**src/rtl/cdb_broadcaster.sv**
```systemverilog
// cdb_broadcaster: common data bus transmit side; holds one completed result per FU and broadcasts up to CDB_WIDTH per cycle
// Ports: clock/reset (sync, active-low); flush_i drops all held results;
//   fu_done_valid_i/tag_i/rob_idx_i + fu_done_ready_o form the per-FU result handshake;
//   cdb_valid_o/tag_o/rob_idx_o are the registered broadcast lanes.
// Define CDB_FIXED_PRIO_EN for fixed lowest-index priority instead of round-robin.
module cdb_broadcaster #(
  parameter int PHYS_REGS = 128,
  parameter int CDB_WIDTH = 2,
  parameter int FU_NUM    = 8,
  parameter int ROB_DEPTH = 32,
  localparam int PRW  = $clog2(PHYS_REGS),
  localparam int ROBW = $clog2(ROB_DEPTH)
) (
  input  logic                           clock,
  input  logic                           reset,
  input  logic                           flush_i,
  input  logic [FU_NUM-1:0]              fu_done_valid_i,
  input  logic [FU_NUM-1:0][PRW-1:0]     fu_done_tag_i,
  input  logic [FU_NUM-1:0][ROBW-1:0]    fu_done_rob_idx_i,
  output logic [FU_NUM-1:0]              fu_done_ready_o,
  output logic [CDB_WIDTH-1:0]           cdb_valid_o,
  output logic [CDB_WIDTH-1:0][PRW-1:0]  cdb_tag_o,
  output logic [CDB_WIDTH-1:0][ROBW-1:0] cdb_rob_idx_o
);
  localparam int FW = (FU_NUM > 1) ? $clog2(FU_NUM) : 1;
  logic [FU_NUM-1:0]              slot_v_q, slot_v_d;
  logic [FU_NUM-1:0][PRW-1:0]     slot_tag_q, slot_tag_d;
  logic [FU_NUM-1:0][ROBW-1:0]    slot_rob_q, slot_rob_d;
  logic [CDB_WIDTH-1:0]           cdb_valid_d;
  logic [CDB_WIDTH-1:0][PRW-1:0]  cdb_tag_d;
  logic [CDB_WIDTH-1:0][ROBW-1:0] cdb_rob_d;
  logic [FU_NUM-1:0]              grant, accept;
  logic [FW-1:0]                  start, idx;
  logic                           found;
`ifndef CDB_FIXED_PRIO_EN
  logic [FW-1:0]                  rr_ptr_q, rr_ptr_d, last;
  assign start = rr_ptr_q;
`else
  assign start = '0;
`endif
  // Each lane takes the first still-ungranted valid slot scanning upward from start,
  // so lanes fill from 0 with no gaps and lane order follows scan order.
  always_comb begin
    grant       = '0;
    cdb_valid_d = '0;
    cdb_tag_d   = '0;
    cdb_rob_d   = '0;
    idx         = '0;
    found       = 1'b0;
`ifndef CDB_FIXED_PRIO_EN
    last        = rr_ptr_q;
`endif
    for (int k = 0; k < CDB_WIDTH; k++) begin
      found = 1'b0;
      for (int i = 0; i < FU_NUM; i++) begin
        idx = FW'((int'(start) + i) % FU_NUM);
        if (!flush_i && !found && slot_v_q[idx] && !grant[idx]) begin
          found          = 1'b1;
          grant[idx]     = 1'b1;
          cdb_valid_d[k] = 1'b1;
          cdb_tag_d[k]   = slot_tag_q[idx];
          cdb_rob_d[k]   = slot_rob_q[idx];
`ifndef CDB_FIXED_PRIO_EN
          last           = idx;
`endif
        end
      end
    end
  end
  // A granted slot drains this edge, so it may refill in the same cycle.
  assign fu_done_ready_o = {FU_NUM{reset && !flush_i}} & (~slot_v_q | grant);
  assign accept          = fu_done_valid_i & fu_done_ready_o;
  always_comb begin
    slot_v_d   = flush_i ? '0 : (accept | (slot_v_q & ~grant));
    slot_tag_d = slot_tag_q;
    slot_rob_d = slot_rob_q;
    for (int f = 0; f < FU_NUM; f++) begin
      slot_tag_d[f] = accept[f] ? fu_done_tag_i[f] : slot_tag_q[f];
      slot_rob_d[f] = accept[f] ? fu_done_rob_idx_i[f] : slot_rob_q[f];
    end
`ifndef CDB_FIXED_PRIO_EN
    rr_ptr_d = flush_i ? '0 : (|grant) ? FW'((int'(last) + 1) % FU_NUM) : rr_ptr_q;
`endif
  end
  always_ff @(posedge clock) begin
    if (!reset) begin
      slot_v_q      <= '0;
      slot_tag_q    <= '0;
      slot_rob_q    <= '0;
      cdb_valid_o   <= '0;
      cdb_tag_o     <= '0;
      cdb_rob_idx_o <= '0;
`ifndef CDB_FIXED_PRIO_EN
      rr_ptr_q      <= '0;
`endif
    end else begin
      slot_v_q      <= slot_v_d;
      slot_tag_q    <= slot_tag_d;
      slot_rob_q    <= slot_rob_d;
      cdb_valid_o   <= cdb_valid_d;
      cdb_tag_o     <= cdb_tag_d;
      cdb_rob_idx_o <= cdb_rob_d;
`ifndef CDB_FIXED_PRIO_EN
      rr_ptr_q      <= rr_ptr_d;
`endif
    end
  end
endmodule

```
**config.mk**
```make
export PLATFORM = sky130hd
export DESIGN_NAME = cdb_broadcaster
export DESIGN_NICKNAME = d
export VERILOG_FILES = /design/src/rtl/cdb_broadcaster.sv
export SDC_FILE = /design/constraint.sdc
export NUM_CORES = 1
export LEC_CHECK = 0
export ABC_AREA = 1
export CAP_MARGIN = 20
export CORE_ASPECT_RATIO = 1.1
export CORE_MARGIN = 1.5
export CORE_UTILIZATION = 45
export CTS_BUF_LIST = sky130_fd_sc_hd__clkbuf_16
export DETAILED_ROUTE_END_ITERATION = 10
export GPL_ROUTABILITY_DRIVEN = 0
export PLACE_DENSITY = 0.74
export SLEW_MARGIN = 20
export SYNTH_ARGS = -nofsm -noshare
export SYNTH_HDL_FRONTEND = slang
export SYNTH_SLANG_ARGS = --single-unit
```
**constraint.sdc**
```tcl
create_clock -name clock -period 9.07 [get_ports clock]
set_clock_uncertainty 0.1 [all_clocks]
set_input_delay 1.814 -clock clock [delete_from_list [all_inputs] [get_ports clock]]
set_output_delay 1.814 -clock clock [all_outputs]
set_load 0.005 [all_outputs]
```
=== Word level (Yosys, flattened, before mapping) ===
Memories as Yosys holds them, arrays and structs flattened. A register that Yosys moved wholly into a read port is not among the register bits.
Index checks and enable logic that the tools add are counted.
Widths: inputs -> output; s select.

* Bits in registers: 133
* Latch bits: 0
* Memory bits (writable): 0
* Bits in read-only memories: 8
* Logic and storage cells: 334
* Memories kept: 1

* $add $sub $neg: 8
* $mul: 0
* Div/mod/pow operators: 0
* $lt $le $gt $ge: 16
* Equal/unequal tests: 0
* Shift operators: 0
* Multiplexer cells: 176
* Bitwise logic cells: 23
* Reduce and logical (&&, ||, !) cells: 87

{| class="wikitable"
|+ Memory list
! name !! depth !! width !! read ports !! clocked after memory_dff !! write ports !! RTL line !! RTL
|-
| (no name shown) || 8 || 1 || 1 || 1 || 0 || 57 || <nowiki>if (!flush_i && !found && slot_v_q[idx] && !grant[idx]) begin</nowiki>
|}

{| class="wikitable"
|+ Operators with widths
! operator !! number
|-
| $bmux 7 s3 || 8
|-
| $mux 7 || 24
|-
| $or 8x8->8 || 17
|-
| $mux 8 || 16
|-
| $bmux 5 s3 || 8
|-
| $mux 5 || 24
|-
| $bmux 1 s3 || 23
|-
| $logic_and 1x1->1 || 54
|-
| $mux 3 || 17
|-
| $mux 1 || 48
|-
| $lt 3x4->1 const B || 8
|-
| $logic_not 1->1 || 31
|-
| $and 8x8->8 || 3
|-
| $demux 1 s3 || 8
|-
| $ge 3x1->1 const B || 8
|-
| $not 8->8 || 2
|-
| $add 3x3->3 const B || 4
|-
| $reduce_or 8->1 || 1
|-
| $add 3x1->3 const B || 2
|-
| $add 3x2->3 const B || 2
|-
| $reduce_or 2->1 || 1
|-
| $not 1->1 || 1
|}

=== Logic depth before layout (Yosys ltp) ===
* Depth in word-level cells: 84
* Gate-level depth with buffers: 52
* Depth with buffers taken out: 45

=== Least setup slack after synthesis ===
No wires, ideal clock.

* Path type: register -> output
* Start: register rr_ptr_q[0]
* End: output fu_done_ready_o[6]
* Data arrival time: 5,816 ps
* Path slack: 1,340 ps
* Stages on the path, launching flop included: 46
* Path through: dfxtp_1 -> inv_2 -> buf_6 -> clkbuf_1 -> buf_2 -> buf_2 -> clkbuf_1 -> buf_1 -> ha_1 -> inv_1 -> nand3_1 -> nand2_1 -> nand2_1 -> nand2_4 -> inv_2 -> o21ai_1 -> nand4_1 -> nor2_2 -> [10 not listed] -> nand3_4 -> nand2_2 -> nor3_4 -> nand3_2 -> buf_6 -> o21ai_2 -> nand2_1 -> nand3_1 -> nand3_2 -> nand3_4 -> nand4_2 -> nor2_4 -> buf_6 -> a21oi_4 -> nand2_4 -> nand2_2 -> clkinv_2 -> buf_6

* Word-level cells in the longest chain between the ends: 82
* Elaborated cells on any way between the ends: 214
* Classes of those cells: add/sub (7); order compare (16); mux (92); bitwise (17); reduce/logical (82)

{| class="wikitable"
|+ RTL lines
! what !! RTL line !! RTL
|-
| from (decl) || 36 || <nowiki>logic [FW-1:0] rr_ptr_q, rr_ptr_d, last;</nowiki>
|-
| from (signal assigned) || 104 || <nowiki>rr_ptr_q <= rr_ptr_d;</nowiki>
|-
| $lt 3x4->1 (not written as such) (tied with other cells) || 59 || <nowiki>grant[idx] = 1'b1;</nowiki>
|-
| $logic_and 1x1->1 (not written as such) or $mux 1 (tied branches) || 59, 57 ||
|-
| $mux 1 (not written as such) or $logic_and 1x1->1 (tied branches) || 59, 57 ||
|-
| $demux 1 s3 or $logic_and 1x1->1 (tied branches) || 59, 57 ||
|-
| $mux 8 or $mux 1 (tied branches) || 57 ||
|-
| $bmux 1 s3 or $logic_not 1->1 (tied branches) || 57 ||
|-
| $mux 1 (not written as such) or $logic_and 1x1->1 (tied branches) || 57 ||
|-
| $logic_not 1->1 or $logic_and 1x1->1 (tied branches) || 57 ||
|-
| [66 not listed] || - ||
|-
| $mux 8 or $mux 1 (tied branches) || 57 ||
|-
| $bmux 1 s3 or $logic_not 1->1 (tied branches) || 57 ||
|-
| $mux 1 (not written as such) or $logic_and 1x1->1 (tied branches) || 57 ||
|-
| $logic_not 1->1 or $logic_and 1x1->1 (tied branches) || 57 ||
|-
| $logic_and 1x1->1 || 57 ||
|-
| $mux 8 * || 57 ||
|-
| $or 8x8->8 * || 71 || <nowiki>assign fu_done_ready_o = {FU_NUM{reset && !flush_i}} & (~slot_v_q | grant);</nowiki>
|-
| $and 8x8->8 * || 71 ||
|-
| to (decl) || 20 || <nowiki>output logic [FU_NUM-1:0] fu_done_ready_o,</nowiki>
|}

Mark *: on every way between the ends. The rest lies on a longest branch, timed or not. The select of a mux whose other input is x is not followed.

=== Worst setup path after layout ===
* Start: register rr_ptr_q[1]
* End: output fu_done_ready_o[4]

Same word-level chain as after synthesis.

==> results.py <==
metrics = {
    "route": {
        "postRouteAntennaNets": 0,
        "viasPerCell": 5.970,
        "drtPass1Iterations": 9,
        "num_vias": 14979,
        "drt_iter0_markers": 2044,
        "drc": 0,
        "drt-total-wl_mm": 46.63,
        "wire_per_inst_microns": 18.59,
    },
    "run_status": {
        "outcome": "completed",
    },
    "pwr": {
        "seqPwrFrac_pct": 18.4,
        "clkPwrFrac_pct": 18.8,
        "design_power_total_mw": 3.671,
        "internal_power_mw": 1.745,
        "switching_share_pct": 52.46,
        "powerDensity_nw_per_um2": 261.3,
        "power.switching_mw": 1.926,
        "irDropWorstVdd_uv": 147.9,
        "combPwrFrac_pct": 62.9,
        "p_leak_nw": 5.779,
    },
    "die": {
        "dieArea_sq_um": 27050,
        "die_w_microns": 157.0,
        "io_pins": 141,
        "coreArea_sq_um": 25420,
        "initial_core_util_pct": 46.16,
        "die_h_microns": 172.4,
        "row_count": 61,
    },
    "place": {
        "io_buffers": 140,
        "dpl.hpwl_mm": 34.02,
        "dp_cells": 2464,
        "dpl_cell_area_sq_um": 13250,
    },
    "sta": {
        "fin_crit_ps": 8816,
        "hold_violations": 0,
        "fmax_mhz": 113.4,
        "slew_viol_final": 0,
        "setup-tns-final_ps": 0,
        "worst_pin_slew_ps": 1098,
        "relSlewSlack_pct": 26.78,
        "min_period_over_period_pct": 97.20,
        "setup_violations": 0,
    },
    "global_routing": {
        "use_met3_pct": 7.143,
        "gr-usage-met2_pct": 53.62,
        "grt_max_degree": 98,
        "busiest_layer": "met2",
        "grt_use_met1_pct": 44.13,
        "grt-ovfl-total": 0,
        "grt_pass1_wl_mm": 71.24,
        "antenna_found_initial": 0,
        "grt_pass1_vias": 12916,
        "grt_use_total_pct": 34.14,
    },
    "clock_tree": {
        "htreeDepth": 4,
        "cts_tree": "yes",
        "clk_pin_slew_ps": 70,
        "root_buffer": "clkbuf_16",
        "cts_buffers": 17,
        "clockBufferDepth": 2,
        "clock_latency_ps": 440,
        "cts_sinks": 133,
    },
    "synth": {
        "async_flop_share_pct": 0,
        "synth_largest_area_cell": "nand2_1",
        "post-synth-top-count-cell": "nand2_1",
        "synthCells": 2083,
        "synth_area_leaders": "nand2_1 23%, dfxtp_1 23%, o21ai_0 11%, nand3_1 7.1%, a21oi_1 6.3%",
        "synth-edff-count": 0,
        "synth_seq_cells": 133,
        "ys_seq_area_share_pct": 22.69,
        "synth_ff_type": "dfxtp_1",
        "ys_types": 50,
        "synth.cell_area_sq_um": 11730,
        "yosys_warnings": 0,
        "avgSynthCellArea_sq_um": 5.633,
        "synth_fp_nets": 2201,
        "synth_common_cells": "710 x nand2_1, 258 x o21ai_0, 167 x nand3_1",
        "post-synth-top-area-fraction_pct": 22.72,
    },
    "finish": {
        "drive_gt1_share_pct": 8.460,
        "n_antenna_cell": 0,
        "n_fill_cell": 2509,
        "area_growth_pct": 19.77,
        "final_cells": 2509,
        "nNetsFinal": 2268,
        "finish.instance_area_sq_um": 14050,
    },
    "worst_setup_path": {
        "r2r_cells": 36,
        "worstSetupPathType": "flip-flop to output port",
        "cp_slowest_cell": "nor3_1",
        "reg2reg_from": "rr_ptr_q[1]$_SDFFE_PP0P_",
        "critPathMostFrequentCell": "nand2_1",
        "crit_path_end_kind": "output port",
        "max_stage_delay_ps": 940,
        "cp.required_ps": 7160,
        "arrival_ps": 6900,
        "critPathLaunchType": "flip-flop",
        "worstPathMaxFanout": 19,
        "critPathLaunch": "rr_ptr_q[1]$_SDFFE_PP0P_",
    },
    "min_path": {
        "holdPathStages": 2,
        "hp-class": "flip-flop to flip-flop",
        "min_from": "slot_rob_q[39]$_SDFFE_PN0P_",
    },
    "run": {
        "drv_cap": 0,
    },
}
## layout make-up
cell class                 count  area, sq um  share of cell area [%]
inverter                     163        629.4                   4.479
timing repair buffer         191         1802                   12.82
clock buffer                  17        425.4                   3.027
tap                          346        432.9                   3.081
sequential                   133         2666                   18.97
multi-input combinational   1644         7960                   56.65
clock inverter                15        136.4                  0.9705
## flip-flops by register name, indices dropped and copies added, names as in the netlist
register,cells
cdb_rob_idx_o,10
rr_ptr_q,3
slot_rob_q,40
slot_tag_q,56
cdb_valid_o,2
slot_v_q,8
cdb_tag_o,14
## worst paths after layout
| path | to | slack [ps] |
|---|---|---|
| setup / recovery | fu_done_ready_o[4] | 250 |
| hold / removal | slot_rob_q[39]$_SDFFE_PN0P_ | 370 |
| setup reg to reg | slot_tag_q[2]$_SDFFE_PN0P_ | 2240 |
| hold reg to reg | slot_rob_q[39]$_SDFFE_PN0P_ | 370 |
## per-layer routing
layer  vias up  share of wire (%)
li1       6999                  -
met4         0                6.4
met3       243                 12
met2      1074                 42
met5         -                  0
met1      6663                 39
## power groups by stage
stage / Combinational [mW] / Sequential [mW] / Clock, mW
2_1_floorplan: 1.47 / 0.687 / 0
3_3_place_gp: 2.09 / 0.686 / 0
3_5_place_dp: 2.11 / 0.688 / 0
4_1_cts: 2.12 / 0.675 / 0.689
5_1_grt: 2.49 / 0.681 / 0.713
6_report: 2.31 / 0.674 / 0.689
## placed cells by master, fill, tap and decap left out, types with 13 or more instances in the layout
cell             count
a21oi_1            146
a221oi_1            17
buf_4               48
clkbuf_16           17
clkdlybuf4s50_1    139
dfxtp_1            132
inv_1              140
inv_2               14
mux2i_1             17
nand2_1            708
nand3_1            163
nand3_2             17
nand4_1             15
nor2_1             147
nor3_1              31
o2111ai_1           13
o21ai_0            258
## timing repair
action,CTS,global route
buffers inserted,0,9
setup endpoints to repair,0,8
gates resized for setup,0,32
hold buffers,0,0
## critical path: cells and delay by family, from the launching register on
| kind | cells | cell delay (ps) |
|---|---|---|
| buffers and inverters | 6 | 1430 |
| AOI/OAI and AO/OA | 6 | 1070 |
| adders and majority gates | 1 | 420 |
| and+or+nand+nor | 22 | 3170 |
| DFF | 1 | 370 |
## per-stage QoR
stage / hold slack (ps) / utilization, % / setup WS [ps]
final: 367.8 / 55.29 / 253.9
after global routing: 384.0 / 55.29 / -49.39
after CTS: 366.8 / 54.35 / 88.21
after detailed placement: 357.0 / 52.14 / 106.5
after global placement: 353.1 / 52.14 / 269.9
after floorplan: 343.6 / - / 1340
## kinds of logic after synthesis
kind of cell | after synthesis | share of synthesized area (%)
flops | 133 | 22.69
mux | 17 | 1.450
buf+inv | 310 | 10.83
compound gates | 486 | 22.86
fa+ha+maj | 11 | 1.173
simple gates | 1125 | 40.91
xor+xnor | 1 | 0.07466
Note: power is estimated with default switching activity, not from simulation.
